File: src/rtl/imm_inst_encoder_pkg.sv
// Shared opcodes, state/form enums and RV64I field-assembly helpers for the
// constant-materialisation encoder.
package imm_enc_pkg;

  localparam logic [6:0] OP_IMM   = 7'b0010011;
  localparam logic [6:0] OP_IMM32 = 7'b0011011;
  localparam logic [6:0] OP_LUI   = 7'b0110111;
  localparam logic [2:0] F3_ADD   = 3'b000;
  localparam logic [2:0] F3_SLL   = 3'b001;
  localparam logic [31:0] NOP_INST = 32'h0000_0013;

  typedef enum logic {IDLE, EMIT} state_t;

  typedef enum logic [2:0] {F_NOP, F_I12, F_LUI, F_LUIW, F_LONG} form_t;

  function automatic logic [3:0] form_len(form_t f);
    case (f)
      F_LUIW:  return 4'd2;
      F_LONG:  return 4'd8;
      default: return 4'd1;
    endcase
  endfunction

  function automatic logic [31:0] i_type(logic [11:0] imm12, logic [4:0] rs1,
                                         logic [2:0] f3, logic [4:0] rd, logic [6:0] op);
    return {imm12, rs1, f3, rd, op};
  endfunction

  function automatic logic [31:0] u_type(logic [19:0] imm20, logic [4:0] rd);
    return {imm20, rd, OP_LUI};
  endfunction

  // Rounded upper 20 bits so that a following sign-extended lo12 lands exactly.
  function automatic logic [19:0] hi20(logic [31:0] v);
    logic [31:0] s;
    s = v + 32'h0000_0800;
    return s[31:12];
  endfunction

  function automatic form_t select_form(logic [4:0] rd, logic [63:0] imm);
    if (rd == 5'd0)                             return F_NOP;
    else if ((&imm[63:11]) || !(|imm[63:11]))   return F_I12;
    else if ((&imm[63:31]) || !(|imm[63:31]))   return (imm[11:0] == 12'd0) ? F_LUI : F_LUIW;
    else                                        return F_LONG;
  endfunction

endpackage

File: src/rtl/imm_inst_encoder_if.sv
// Request and instruction-stream handshake bundle for the encoder.
interface imm_inst_encoder_if;
  logic        req_valid;
  logic        req_ready;
  logic [4:0]  req_rd;
  logic [63:0] req_imm;
  logic        out_valid;
  logic        out_ready;
  logic [31:0] out_inst;
  logic        out_last;
  logic        busy;

  modport master (output req_valid, req_rd, req_imm, out_ready,
                  input  req_ready, out_valid, out_inst, out_last, busy);
  modport slave  (input  req_valid, req_rd, req_imm, out_ready,
                  output req_ready, out_valid, out_inst, out_last, busy);
endinterface

File: src/rtl/imm_inst_encoder_inst_field_pack.sv
// Combinational assembly of the instruction word for a given form and step.
module inst_field_pack
  import imm_enc_pkg::*;
(
  input  form_t       form,
  input  logic [2:0]  step,
  input  logic [4:0]  rd,
  input  logic [63:0] imm,
  output logic [31:0] inst
);

  always_comb begin
    inst = NOP_INST;
    case (form)
      F_I12: inst = i_type(imm[11:0], 5'd0, F3_ADD, rd, OP_IMM);
      F_LUI, F_LUIW:
        inst = (step == 3'd0) ? u_type(hi20(imm[31:0]), rd)
                              : i_type(imm[11:0], rd, F3_ADD, rd, OP_IMM32);
      // Upper word via LUI/ADDIW, then three shift-and-add rounds of 11/11/10 bits.
      F_LONG: begin
        case (step)
          3'd0:       inst = u_type(hi20(imm[63:32]), rd);
          3'd1:       inst = i_type(imm[43:32], rd, F3_ADD, rd, OP_IMM32);
          3'd2, 3'd4: inst = i_type(12'd11, rd, F3_SLL, rd, OP_IMM);
          3'd3:       inst = i_type({1'b0, imm[31:21]}, rd, F3_ADD, rd, OP_IMM);
          3'd5:       inst = i_type({1'b0, imm[20:10]}, rd, F3_ADD, rd, OP_IMM);
          3'd6:       inst = i_type(12'd10, rd, F3_SLL, rd, OP_IMM);
          default:    inst = i_type({2'b0, imm[9:0]}, rd, F3_ADD, rd, OP_IMM);
        endcase
      end
      default: inst = NOP_INST;
    endcase
  end

endmodule

File: src/rtl/imm_inst_encoder.sv
// Emits the minimal LUI/ADDI/ADDIW/SLLI sequence that loads a 64-bit constant
// into rd, one registered word per output handshake.
module imm_inst_encoder
  import imm_enc_pkg::*;
(
  input  logic clk,
  input  logic rst,
  imm_inst_encoder_if.slave bus
);

  state_t      state_q, state_d;
  form_t       form_q, form_d;
  logic [2:0]  step_q, step_d;
  logic [4:0]  rd_q, rd_d;
  logic [63:0] imm_q, imm_d;
  logic        load;
  logic [31:0] inst_d, out_inst_q;
  logic        out_last_q;

  // Packs the word for the step about to be presented, so the output is registered.
  inst_field_pack u_pack (
    .form (form_d),
    .step (step_d),
    .rd   (rd_d),
    .imm  (imm_d),
    .inst (inst_d)
  );

  always_comb begin
    state_d = state_q;
    form_d  = form_q;
    step_d  = step_q;
    rd_d    = rd_q;
    imm_d   = imm_q;
    load    = 1'b0;
    case (state_q)
      IDLE: begin
        if (bus.req_valid) begin
          state_d = EMIT;
          form_d  = select_form(bus.req_rd, bus.req_imm);
          step_d  = 3'd0;
          rd_d    = bus.req_rd;
          imm_d   = bus.req_imm;
          load    = 1'b1;
        end
      end
      EMIT: begin
        if (bus.out_ready) begin
          if (out_last_q) begin
            state_d = IDLE;
            step_d  = 3'd0;
          end else begin
            step_d = step_q + 3'd1;
            load   = 1'b1;
          end
        end
      end
      default: state_d = IDLE;
    endcase
  end

  always_ff @(posedge clk or posedge rst) begin
    if (rst) begin
      state_q    <= IDLE;
      form_q     <= F_NOP;
      step_q     <= 3'd0;
      rd_q       <= 5'd0;
      imm_q      <= 64'd0;
      out_inst_q <= 32'd0;
      out_last_q <= 1'b0;
    end else begin
      state_q <= state_d;
      form_q  <= form_d;
      step_q  <= step_d;
      rd_q    <= rd_d;
      imm_q   <= imm_d;
      if (load) begin
        out_inst_q <= inst_d;
        out_last_q <= ({1'b0, step_d} == (form_len(form_d) - 4'd1));
      end else if (state_d == IDLE) begin
        out_inst_q <= 32'd0;
        out_last_q <= 1'b0;
      end
    end
  end

  assign bus.req_ready = (state_q == IDLE);
  assign bus.busy      = (state_q == EMIT);
  assign bus.out_valid = (state_q == EMIT);
  assign bus.out_inst  = out_inst_q;
  assign bus.out_last  = out_last_q;

endmodule

File: src/flat_wrapper.sv
// flat-port wrapper written by rule: the top's interface ports become plain ports
module imm_inst_encoder_flat import imm_enc_pkg::*;
  (clk, rst, bus_req_valid, bus_req_rd, bus_req_imm, bus_out_ready, bus_req_ready, bus_out_valid, bus_out_inst, bus_out_last, bus_busy);
  imm_inst_encoder_if bus_i ();
  input  logic clk;
  input  logic rst;
  input wire logic [$bits(bus_i.req_valid)-1:0] bus_req_valid;
  input wire logic [$bits(bus_i.req_rd)-1:0] bus_req_rd;
  input wire logic [$bits(bus_i.req_imm)-1:0] bus_req_imm;
  input wire logic [$bits(bus_i.out_ready)-1:0] bus_out_ready;
  output wire logic [$bits(bus_i.req_ready)-1:0] bus_req_ready;
  output wire logic [$bits(bus_i.out_valid)-1:0] bus_out_valid;
  output wire logic [$bits(bus_i.out_inst)-1:0] bus_out_inst;
  output wire logic [$bits(bus_i.out_last)-1:0] bus_out_last;
  output wire logic [$bits(bus_i.busy)-1:0] bus_busy;
  assign bus_i.req_valid = bus_req_valid;
  assign bus_i.req_rd = bus_req_rd;
  assign bus_i.req_imm = bus_req_imm;
  assign bus_i.out_ready = bus_out_ready;
  assign bus_req_ready = bus_i.req_ready;
  assign bus_out_valid = bus_i.out_valid;
  assign bus_out_inst = bus_i.out_inst;
  assign bus_out_last = bus_i.out_last;
  assign bus_busy = bus_i.busy;
  imm_inst_encoder u_core (.clk(clk), .rst(rst), .bus(bus_i));
endmodule
File: config.mk
export PLATFORM = sky130hd
export DESIGN_NAME = imm_inst_encoder_flat
export DESIGN_NICKNAME = d
export VERILOG_FILES = /design/src/rtl/imm_inst_encoder_pkg.sv /design/src/rtl/imm_inst_encoder_if.sv /design/src/rtl/imm_inst_encoder_inst_field_pack.sv /design/src/rtl/imm_inst_encoder.sv /design/src/flat_wrapper.sv
export SDC_FILE = /design/constraint.sdc
export NUM_CORES = 1
export LEC_CHECK = 0
export CAP_MARGIN = 20
export CORE_MARGIN = 2
export CORE_UTILIZATION = 57
export CTS_CLUSTER_DIAMETER = 200
export DETAILED_ROUTE_END_ITERATION = 6
export GPL_TIMING_DRIVEN = 0
export PLACE_DENSITY = 0.9
export SETUP_SLACK_MARGIN = 0.4
export SYNTH_ARGS = -nofsm -noshare
export SYNTH_HDL_FRONTEND = slang
export SYNTH_SLANG_ARGS = --single-unit
export TNS_END_PERCENT = 100
File: constraint.sdc
create_clock -name clk -period 8.59 [get_ports clk]
set_input_delay 1.718 -clock clk [delete_from_list [all_inputs] [get_ports clk]]
set_output_delay 1.718 -clock clk [all_outputs]
set_load 0.02 [all_outputs]
; Word level (Yosys, flattened, before mapping)
; Index checks and enable logic that the tools add are counted.
[classes]
add_sub_neg = 4
eq_ne = 12
n_mux = 29
bitwise = 1
n_reduce_logical = 13
[ops]
columns = op, n
row1 = $pmux W32 S6, 1
row2 = $mux W64, 2
row3 = $mux W32, 3
row4 = $pmux W32 S3, 1
row5 = $add A32 B12 Y32 const B, 2
row6 = $reduce_and A53 Y1, 1
row7 = $reduce_or A53 Y1, 1
row8 = $reduce_and A33 Y1, 1
row9 = $reduce_or A33 Y1, 1
row10 = $mux W3, 8
row11 = $eq A3 B2 Y1 const B, 4
row12 = $eq A3 B3 Y1 const B, 4
row13 = $logic_not A12 Y1, 1
row14 = $mux W5, 2
row15 = $pmux W4 S2, 1
row16 = $mux W1, 7
row17 = $eq A3 B1 Y1 const B, 2
row18 = $pmux W3 S2, 1
row19 = $logic_not A5 Y1, 1
row20 = $eq A3 B4 Y1, 1
row21 = $mux W4, 1
row22 = $pmux W1 S2, 2
row23 = $reduce_or A2 Y1, 2
row24 = $sub A4 B1 Y4 const B, 1
row25 = 6 further kinds, 8
[word_totals]
register_bits = 109
inputBits = 73
output_inout_bits = 36
wordCells = 66

; Depth between registers and ports, before layout
; Gate-level depths: netlist of run 1.
[depth]
word_depth = 14
mapped_depth = 15
ltp_nobuf = 10

; Hierarchy
; From an unflattened synthesis of run 1, not the netlist that was laid out.
[unflattened]
cells_unflattened = 588
hier_area_um2 = 6190.9
[by_module_without_submodules]
columns = mod, instances, cells_each, area_per_inst_um2
row1 = imm_inst_encoder, 1, 320, 4446.8
row2 = inst_field_pack, 1, 268, 1744.2

; Least setup slack after synthesis of run 1
; Ideal clock, no wire load.
[synth_path]
path_kind = input -> register
start = input bus_req_valid
end = register u_core.out_inst_q[31], in the netlist u_core.bus.out_inst[31]
setup_time_ps = 124
arrival_time_ps = 4256
required_time_ps = 8466
setup_slack_ps = 4210
path_stages = 15
n_path_buf = 5
path_cell_list = and2b_2 buf_12 buf_4 buf_6 buf_2 buf_2 nand2_1 nand2_1 ha_1 nand2_1 nor3_1 nand3_1 xnor2_1 a22o_1 a211o_1
[synth_between]
word_cells_on_any_way = 29
classes_between = add/sub: 2 / eq/ne: 11 / mux: 13 / reduce/logical: 3
[synth_lines]
columns = element, line
row1 = from (decl), flat_wrapper.sv:7  ; input wire logic [$bits(bus_i.req_valid)-1:0] bus_req_valid;
row2 = $mux W64, imm_inst_encoder.sv:38  ; if (bus.req_valid) begin
row3 = $mux W64, imm_inst_encoder.sv:36  ; case (state_q)
row4 = via u_core.imm_d[44], imm_inst_encoder.sv:15  ; logic [63:0] imm_q, imm_d;
row5 = $add A32 B12 Y32, imm_inst_encoder_pkg.sv:36  ; s = v + 32'h0000_0800;
row6 = $pmux W32 S6, imm_inst_encoder_inst_field_pack.sv:21  ; case (step)
row7 = $pmux W32 S3, imm_inst_encoder_inst_field_pack.sv:14  ; case (form)
row8 = $mux W32, imm_inst_encoder.sv:77  ; if (load) begin
row9 = to (signal assigned), imm_inst_encoder.sv:78  ; out_inst_q <= inst_d;
row10 = to (decl), imm_inst_encoder.sv:17  ; logic [31:0] inst_d, out_inst_q;
; The timed path passes the listed nets, and every way through them passes these cells.
; A chain may end at the register's enable or synchronous reset.

; Final worst setup path of run 1
[layout_path]
start = input bus_req_valid
end = register u_core.out_inst_q[25], in the netlist u_core.bus.out_inst[25]
; The elaborated chain is that of the path after synthesis.

==> flow_metrics.env, run 1 <==
export IMPL_drc=0
export IMPL_reg2reg_setup_slack_ns=4.08
export IMPL_p_sw_share_pct=47.5
export IMPL_wl_um=22100
export IMPL_critPathRequiredTime_ns=8.90
export IMPL_hp_start="u_core.bus.out_inst[11]$_DFFE_PP0P_"
export IMPL_cts_buffers=9
export IMPL_seqCellArea_mm2=0.00263
export IMPL_finalSetupTns_ns=0
export IMPL_antenna_left=0
export IMPL_cts_tree="yes"
export IMPL_whs_ns=0.492
export IMPL_fmax_mhz=171
export IMPL_holdPathStages=2
export IMPL_peakVddDrop_mv=0.218
export IMPL_dp_hpwl_um=16800
export IMPL_top_layer_used="met4"
export IMPL_endpoint_kind="register"
export IMPL_clockRootBuffer="clkbuf_8"
export IMPL_clkTransAtPathRegs_ns=0.10
export IMPL_grt_pass1_vias=5899
export IMPL_post_cts_resized=0
export IMPL_antennaDiodeCount=0
export IMPL_p_int_w=0.00140
export IMPL_final_core_utilization_pct=72.9
export IMPL_clockBufferDepth=2
export IMPL_clock_latency_ns=0.40
export IMPL_pin_count=109
export IMPL_reg2reg_to="u_core.bus.out_inst[25]$_DFFE_PP0P_"
export IMPL_p_per_area_mw_per_mm2=350
export IMPL_grt_antenna_before_repair=0
export IMPL_synth_area_mm2=0.00616
export IMPL_nets=873
export IMPL_grt_pass1_wl_um=33600
export IMPL_reg2reg_depth=14
export IMPL_finalMaxSlewViolations=0
export IMPL_status="completed"
export IMPL_r2r_start="u_core.bus.busy$_DFF_PP0_"
export IMPL_via_per_inst=6.51
export IMPL_finalSetupViolations=0
export IMPL_fp_row_count=37
export IMPL_gp_congestion=0.977
export IMPL_cts_setup_buffers=0
export IMPL_gr_total_overflow=0
export IMPL_multiInputGateArea_mm2=0.00319
export IMPL_fp_dieW_um=108
export IMPL_max_cap_violations=0
export IMPL_crit_arrival_ns=6.17
export IMPL_drt_first_pass_iters=5
export IMPL_yosysWarnings=0
export IMPL_grt_use_total_pct=39.3
export IMPL_syn_area_per_cell_um2=9.09
export IMPL_rsz0062_at_grt="no"
export IMPL_synthTopCellsByArea="dfrtp_1 (43%), nand2_1 (8.3%), mux2i_1 (6.3%)"
export IMPL_dieArea_mm2=0.0117
export IMPL_wl_met1_um=8560
export IMPL_start_util_pct=59.2
export IMPL_synth_top_area_cell="dfrtp_1"
export IMPL_cts_sinks=105
export IMPL_syn_num_nets=754
export IMPL_pwr_share_seq_pct=31.4
export IMPL_core_region_area_mm2=0.0104
export IMPL_final_cell_mix="nand2_1 (136), clkdlybuf4s50_1 (107), dfrtp_1 (105)"
export IMPL_netlist_instances=678
export IMPL_hp_class="reg -> reg"
export IMPL_fillers=791
export IMPL_area_growth_pct=23.3
export IMPL_comb_power_share_pct=58.0
export IMPL_worst_clock_skew_ns=0.0104
export IMPL_ys_flop_type="dfrtp_1"
export IMPL_wl_met3_um=2110
export IMPL_yosysSeqAreaShare_pct=42.6
export IMPL_synth_distinct_cells=73
export IMPL_finalCriticalPeriod_ns=5.86
export IMPL_cts_max_level=3
export IMPL_p_sw_w=0.00126
export IMPL_start_kind="input pin"
export IMPL_drive_above_1_share_pct=9.10
export IMPL_yosysTopAreaCellShare_pct=42.6
export IMPL_path_class="in -> reg"
export IMPL_min_period_over_period_pct=68.2
export IMPL_cts_hold_buf=0
export IMPL_ys_async_sr_fraction_pct=100
export IMPL_dr_wl_met2_um=10300
export IMPL_crit_fanout=10
export IMPL_grt_max_degree=63
export IMPL_p_leak_nw=3.21
export IMPL_hold_end="u_core.bus.out_inst[11]$_DFFE_PP0P_"
export IMPL_die_y_um=108
export IMPL_routedWlPerCell_um=23.5
export IMPL_drt_iter0_drc=726
export IMPL_slew_headroom_pct=21.9
export IMPL_via_count=6109
export IMPL_ys_seq_elements=105
export IMPL_hold_viol=0
export IMPL_worst_slew_pin_slew_ns=1.16
export IMPL_port_buffers=107
export IMPL_synth_edf_count=0
export IMPL_clockPowerShare_pct=10.6
export IMPL_final_common_cell="nand2_1"
## cell families (layout without fill, tap and decap cells)
logic type / Yosys count / count (layout) / share of synthesized area (%)
compound gates: 127 / 127 / 14.9
simple gates: 283 / 283 / 22.4
fa+ha+maj: 3 / 3 / 0.609
other cells: 1 / 1 / 0.0609
xor+xnor: 34 / 34 / 4.83
buf+inv: 72 / 196 / 5.60
mux: 53 / 53 / 8.97
flops: 105 / 105 / 42.6
## registers in the layout, summed over array words and instances, names as in the netlist
register,cells
u_core.bus.busy,1
u_core.bus.out_inst,28
u_core.bus.out_last,1
u_core.form_q,3
u_core.imm_q,64
u_core.rd_q,5
u_core.step_q,3
## worst max-delay path, stage by stage
cell and delay (ns):
clkdlybuf4s50_1 0.50, nand2b_1 0.13, buf_6 0.18, buf_2 0.30
clkbuf_1 0.60, buf_1 0.68, nand2_1 0.12, nand2_1 0.13
ha_1 0.27, nand2_1 0.23, nor3_1 0.42, a21oi_1 0.15
o32ai_1 0.43, o211ai_1 0.16, o211ai_1 0.15
## through the flow
stage                     power (W)  cell area [um2]  worst slack [ns]  instances
after global routing        0.00280             7600              2.56        938
after global placement      0.00229             7400              2.62        921
after floorplan             0.00178             6160              4.11        678
final                       0.00266             7600              2.73        938
after CTS                   0.00261             7600              2.92        938
after detailed placement    0.00233             7430              2.51        922
## cell type report
class | instances | area share [%]
buffer | 31 | 2.52
tap | 136 | 2.24
sequential | 105 | 34.6
inverter | 41 | 2.06
clock inverter | 5 | 0.428
timing repair buffer | 108 | 14.5
multi-input combinational | 501 | 42.0
clock buffer | 11 | 1.73
## metal layers
metal | global-route usage [%] | vias up
met3 | 6.69 | 73
met2 | 61.4 | 406
met4 | 19.4 | 0
met1 | 53.2 | 2968
met5 | 0 | -
li1 | - | 2662
## cell usage after synthesis (3+ instances only)
cell type,count
mux2_2,12
nand4_1,17
xor2_1,5
nor4_1,26
nor2_1,31
nor3_1,16
nand2_1,136
xnor2_1,29
and3_1,8
o21ai_2,3
nand3_1,19
buf_6,3
o21ai_0,26
inv_2,3
o22ai_1,6
dfrtp_1,105
o2bb2ai_1,6
a21oi_1,16
a22oi_1,12
ha_1,3
buf_2,8
mux2i_1,39
clkbuf_1,10
o31ai_1,5
or4_1,3
o211ai_1,15
nor3b_1,3
buf_4,7
a22o_1,3
a221oi_1,3
a31oi_1,5
inv_1,38
a221o_1,3
## worst max-delay path by stage
stage	end	slack, ns	depth (start not counted)	start
2_1_floorplan	u_core.bus.busy$_DFF_PP0_	4.11	1	rst
3_3_place_gp	u_core.bus.out_inst[25]$_DFFE_PP0P_	2.62	15	bus_req_valid
3_5_place_dp	u_core.bus.out_inst[25]$_DFFE_PP0P_	2.51	15	bus_req_valid
4_1_cts	u_core.bus.out_inst[25]$_DFFE_PP0P_	2.92	15	bus_req_valid
5_1_grt	u_core.bus.out_inst[25]$_DFFE_PP0P_	2.56	15	bus_req_valid
6_report	u_core.bus.out_inst[25]$_DFFE_PP0P_	2.73	15	bus_req_valid
## power groups by stage
stage | clock [W] | combinational [W] | sequential, W
detailed placement | 0 | 0.00149 | 0.000838
finish | 0.000283 | 0.00154 | 0.000835
global placement | 0 | 0.00147 | 0.000826
global route | 0.000305 | 0.00164 | 0.000852
floorplan | 0 | 0.000893 | 0.000884
CTS | 0.000283 | 0.00150 | 0.000829
(Power assumes the default switching activity.)
==> run 2: changes to the inputs <==
--- a/config.mk
+++ b/config.mk
@@ -7,11 +7,11 @@
 export LEC_CHECK = 0
 export CAP_MARGIN = 20
 export CORE_MARGIN = 2
-export CORE_UTILIZATION = 57
+export CORE_UTILIZATION = 54
 export CTS_CLUSTER_DIAMETER = 200
 export DETAILED_ROUTE_END_ITERATION = 6
 export GPL_TIMING_DRIVEN = 0
-export PLACE_DENSITY = 0.9
+export PLACE_DENSITY = 0.87
 export SETUP_SLACK_MARGIN = 0.4
 export SYNTH_ARGS = -nofsm -noshare
 export SYNTH_HDL_FRONTEND = slang
==> constraint.sdc (replaced) <==
create_clock -name clk -period 5.85 [get_ports clk]
set_input_delay 1.17 -clock clk [delete_from_list [all_inputs] [get_ports clk]]
set_output_delay 1.17 -clock clk [all_outputs]
set_load 0.02 [all_outputs]
==> flow_metrics.env, run 2 (synthesis gave the netlist of run 1 again) <==
export IMPL_peakVddDrop_mv=0.302
export IMPL_fillers=901
export IMPL_dp_cells=929
export IMPL_gp_congestion=0.989
export IMPL_drt_first_pass_iters=5
export IMPL_grt_pass1_vias=6149
export IMPL_clock_latency_ns=0.36
export IMPL_antenna_left=0
export IMPL_fp_dieW_um=111
export IMPL_finalMaxSlewViolations=0
export IMPL_status="completed"
export IMPL_via_count=6013
export IMPL_crit_arrival_ns=5.56
export IMPL_hp_class="reg -> reg"
export IMPL_stdcell_count=945
export IMPL_clkTransAtPathRegs_ns=0.08
export IMPL_path_class="in -> reg"
export IMPL_cts_max_level=3
export IMPL_reg2reg_to="u_core.bus.out_inst[25]$_DFFE_PP0P_"
export IMPL_drt_iter0_drc=650
export IMPL_wl_um=22100
export IMPL_finalSetupTns_ns=0
export IMPL_finalSetupViolations=0
export IMPL_p_per_area_mw_per_mm2=532
export IMPL_min_period_over_period_pct=90.2
export IMPL_cts_buffers=9
export IMPL_cts_sinks=105
export IMPL_drive_above_1_share_pct=9.35
export IMPL_cts_setup_buffers=0
export IMPL_area_growth_pct=25.8
export IMPL_setup_ws_ns=0.573
export IMPL_final_common_cell="nand2_1"
export IMPL_fp_row_count=39
export IMPL_cts_tree="yes"
export IMPL_final_core_utilization_pct=68.8
export IMPL_reg2reg_depth=14
export IMPL_place_ws_ns=0.309
export IMPL_grt_use_total_pct=37.1
export IMPL_routedWlPerCell_um=23.4
export IMPL_max_cap_violations=0
export IMPL_post_cts_resized=0
export IMPL_core_region_area_mm2=0.0113
export IMPL_slew_headroom_pct=32.8
export IMPL_pin_count=109
export IMPL_finalCriticalPeriod_ns=5.28
export IMPL_critPathRequiredTime_ns=6.13
export IMPL_port_buffers=107
export IMPL_via_per_inst=6.36
export IMPL_top_register="u_core.imm_q"
export IMPL_largest_reg_flops=64
export IMPL_grt_max_degree=56
export IMPL_worst_clock_skew_ns=0.00999
export IMPL_gr_total_overflow=0
export IMPL_rsz0062_at_grt="no"
export IMPL_final_cell_mix="nand2_1 (136), clkdlybuf4s50_1 (107), dfrtp_1 (105)"
export IMPL_grt_pass1_wl_um=35100
export IMPL_r2r_start="u_core.bus.busy$_DFF_PP0_"
export IMPL_dieArea_mm2=0.0123
export IMPL_p_total_w=0.00412
export IMPL_grt_antenna_before_repair=0
export IMPL_cts_hold_buf=0
export IMPL_dp_hpwl_um=16800
export IMPL_clockRootBuffer="clkbuf_16"
export IMPL_start_util_pct=54.7
export IMPL_worst_slew_pin_slew_ns=1.00
export IMPL_reg2reg_setup_slack_ns=1.41
export IMPL_drc=0
export IMPL_nets=873
export IMPL_hold_viol=0
export IMPL_fmax_mhz=189
export IMPL_die_y_um=111
export IMPL_antennaDiodeCount=0
export IMPL_cp_endpoint="u_core.bus.out_inst[25]$_DFFE_PP0P_"
export IMPL_startpoint="bus_req_valid"
export IMPL_endpoint_kind="register"
export IMPL_start_kind="input pin"
export IMPL_clockBufferDepth=2
export IMPL_p_leak_nw=3.28
export IMPL_crit_fanout=10
-- run 2: worst min path at each step --
stage	startpoint	endpoint	slack, ns	cells past startpoint
6_report	u_core.imm_q[37]$_DFF_PP0_	u_core.imm_q[37]$_DFF_PP0_	0.48	2
5_1_grt	u_core.imm_q[37]$_DFF_PP0_	u_core.imm_q[37]$_DFF_PP0_	0.49	2
4_1_cts	u_core.imm_q[37]$_DFF_PP0_	u_core.imm_q[37]$_DFF_PP0_	0.48	2
3_5_place_dp	u_core.imm_q[37]$_DFF_PP0_	u_core.imm_q[37]$_DFF_PP0_	0.46	2
3_3_place_gp	u_core.imm_q[2]$_DFF_PP0_	u_core.imm_q[2]$_DFF_PP0_	0.46	2
2_1_floorplan	u_core.imm_q[36]$_DFF_PP0_	u_core.imm_q[36]$_DFF_PP0_	0.44	2
-- run 2: cell type report --
cell class / instances / area (um2) / area share [%]
clock inverter: 6 / 72.6 / 0.936
clock buffer: 10 / 239 / 3.08
inverter: 41 / 156 / 2.02
tap: 143 / 179 / 2.31
multi-input combinational: 501 / 3190 / 41.1
timing repair buffer: 108 / 1100 / 14.2
buffer: 31 / 191 / 2.47
sequential: 105 / 2630 / 33.9
-- run 2: worst max-delay path: stages --
cell and delay [ns]:
clkdlybuf4s50_1 0.48, nand2b_1 0.12, buf_6 0.17, buf_2 0.31, clkbuf_1 0.60, buf_1 0.68, nand2_1 0.13, nand2_1 0.12
ha_1 0.25, nand2_1 0.21, nor3_1 0.43, a21oi_1 0.16, o32ai_1 0.41, o211ai_1 0.15, o211ai_1 0.15
-- run 2: power by group --
group,internal [W],switching (W),leakage [nW]
Clock,0.000349,0.000300,0.150
Sequential,0.00106,0.000166,1.32
Combinational,0.000838,0.00141,1.81
Total,0.00225,0.00188,3.28
-- run 2: per-stage QoR --
| step | area (um2) | hold WS (ns) |
|---|---|---|
| final | 7750 | 0.484 |
| after global routing | 7750 | 0.488 |
| after CTS | 7750 | 0.481 |
| after detailed placement | 7440 | 0.464 |
| after global placement | 7410 | 0.457 |
| after floorplan | 6160 | 0.436 |
-- run 2: routing by layer --
layer,vias up,GRT usage (%),part of all wire (%)
met5,-,0,0
li1,2667,-,-
met3,77,6.18,7.8
met2,358,59.7,46
met4,0,16.1,4.6
met1,2911,49.8,41
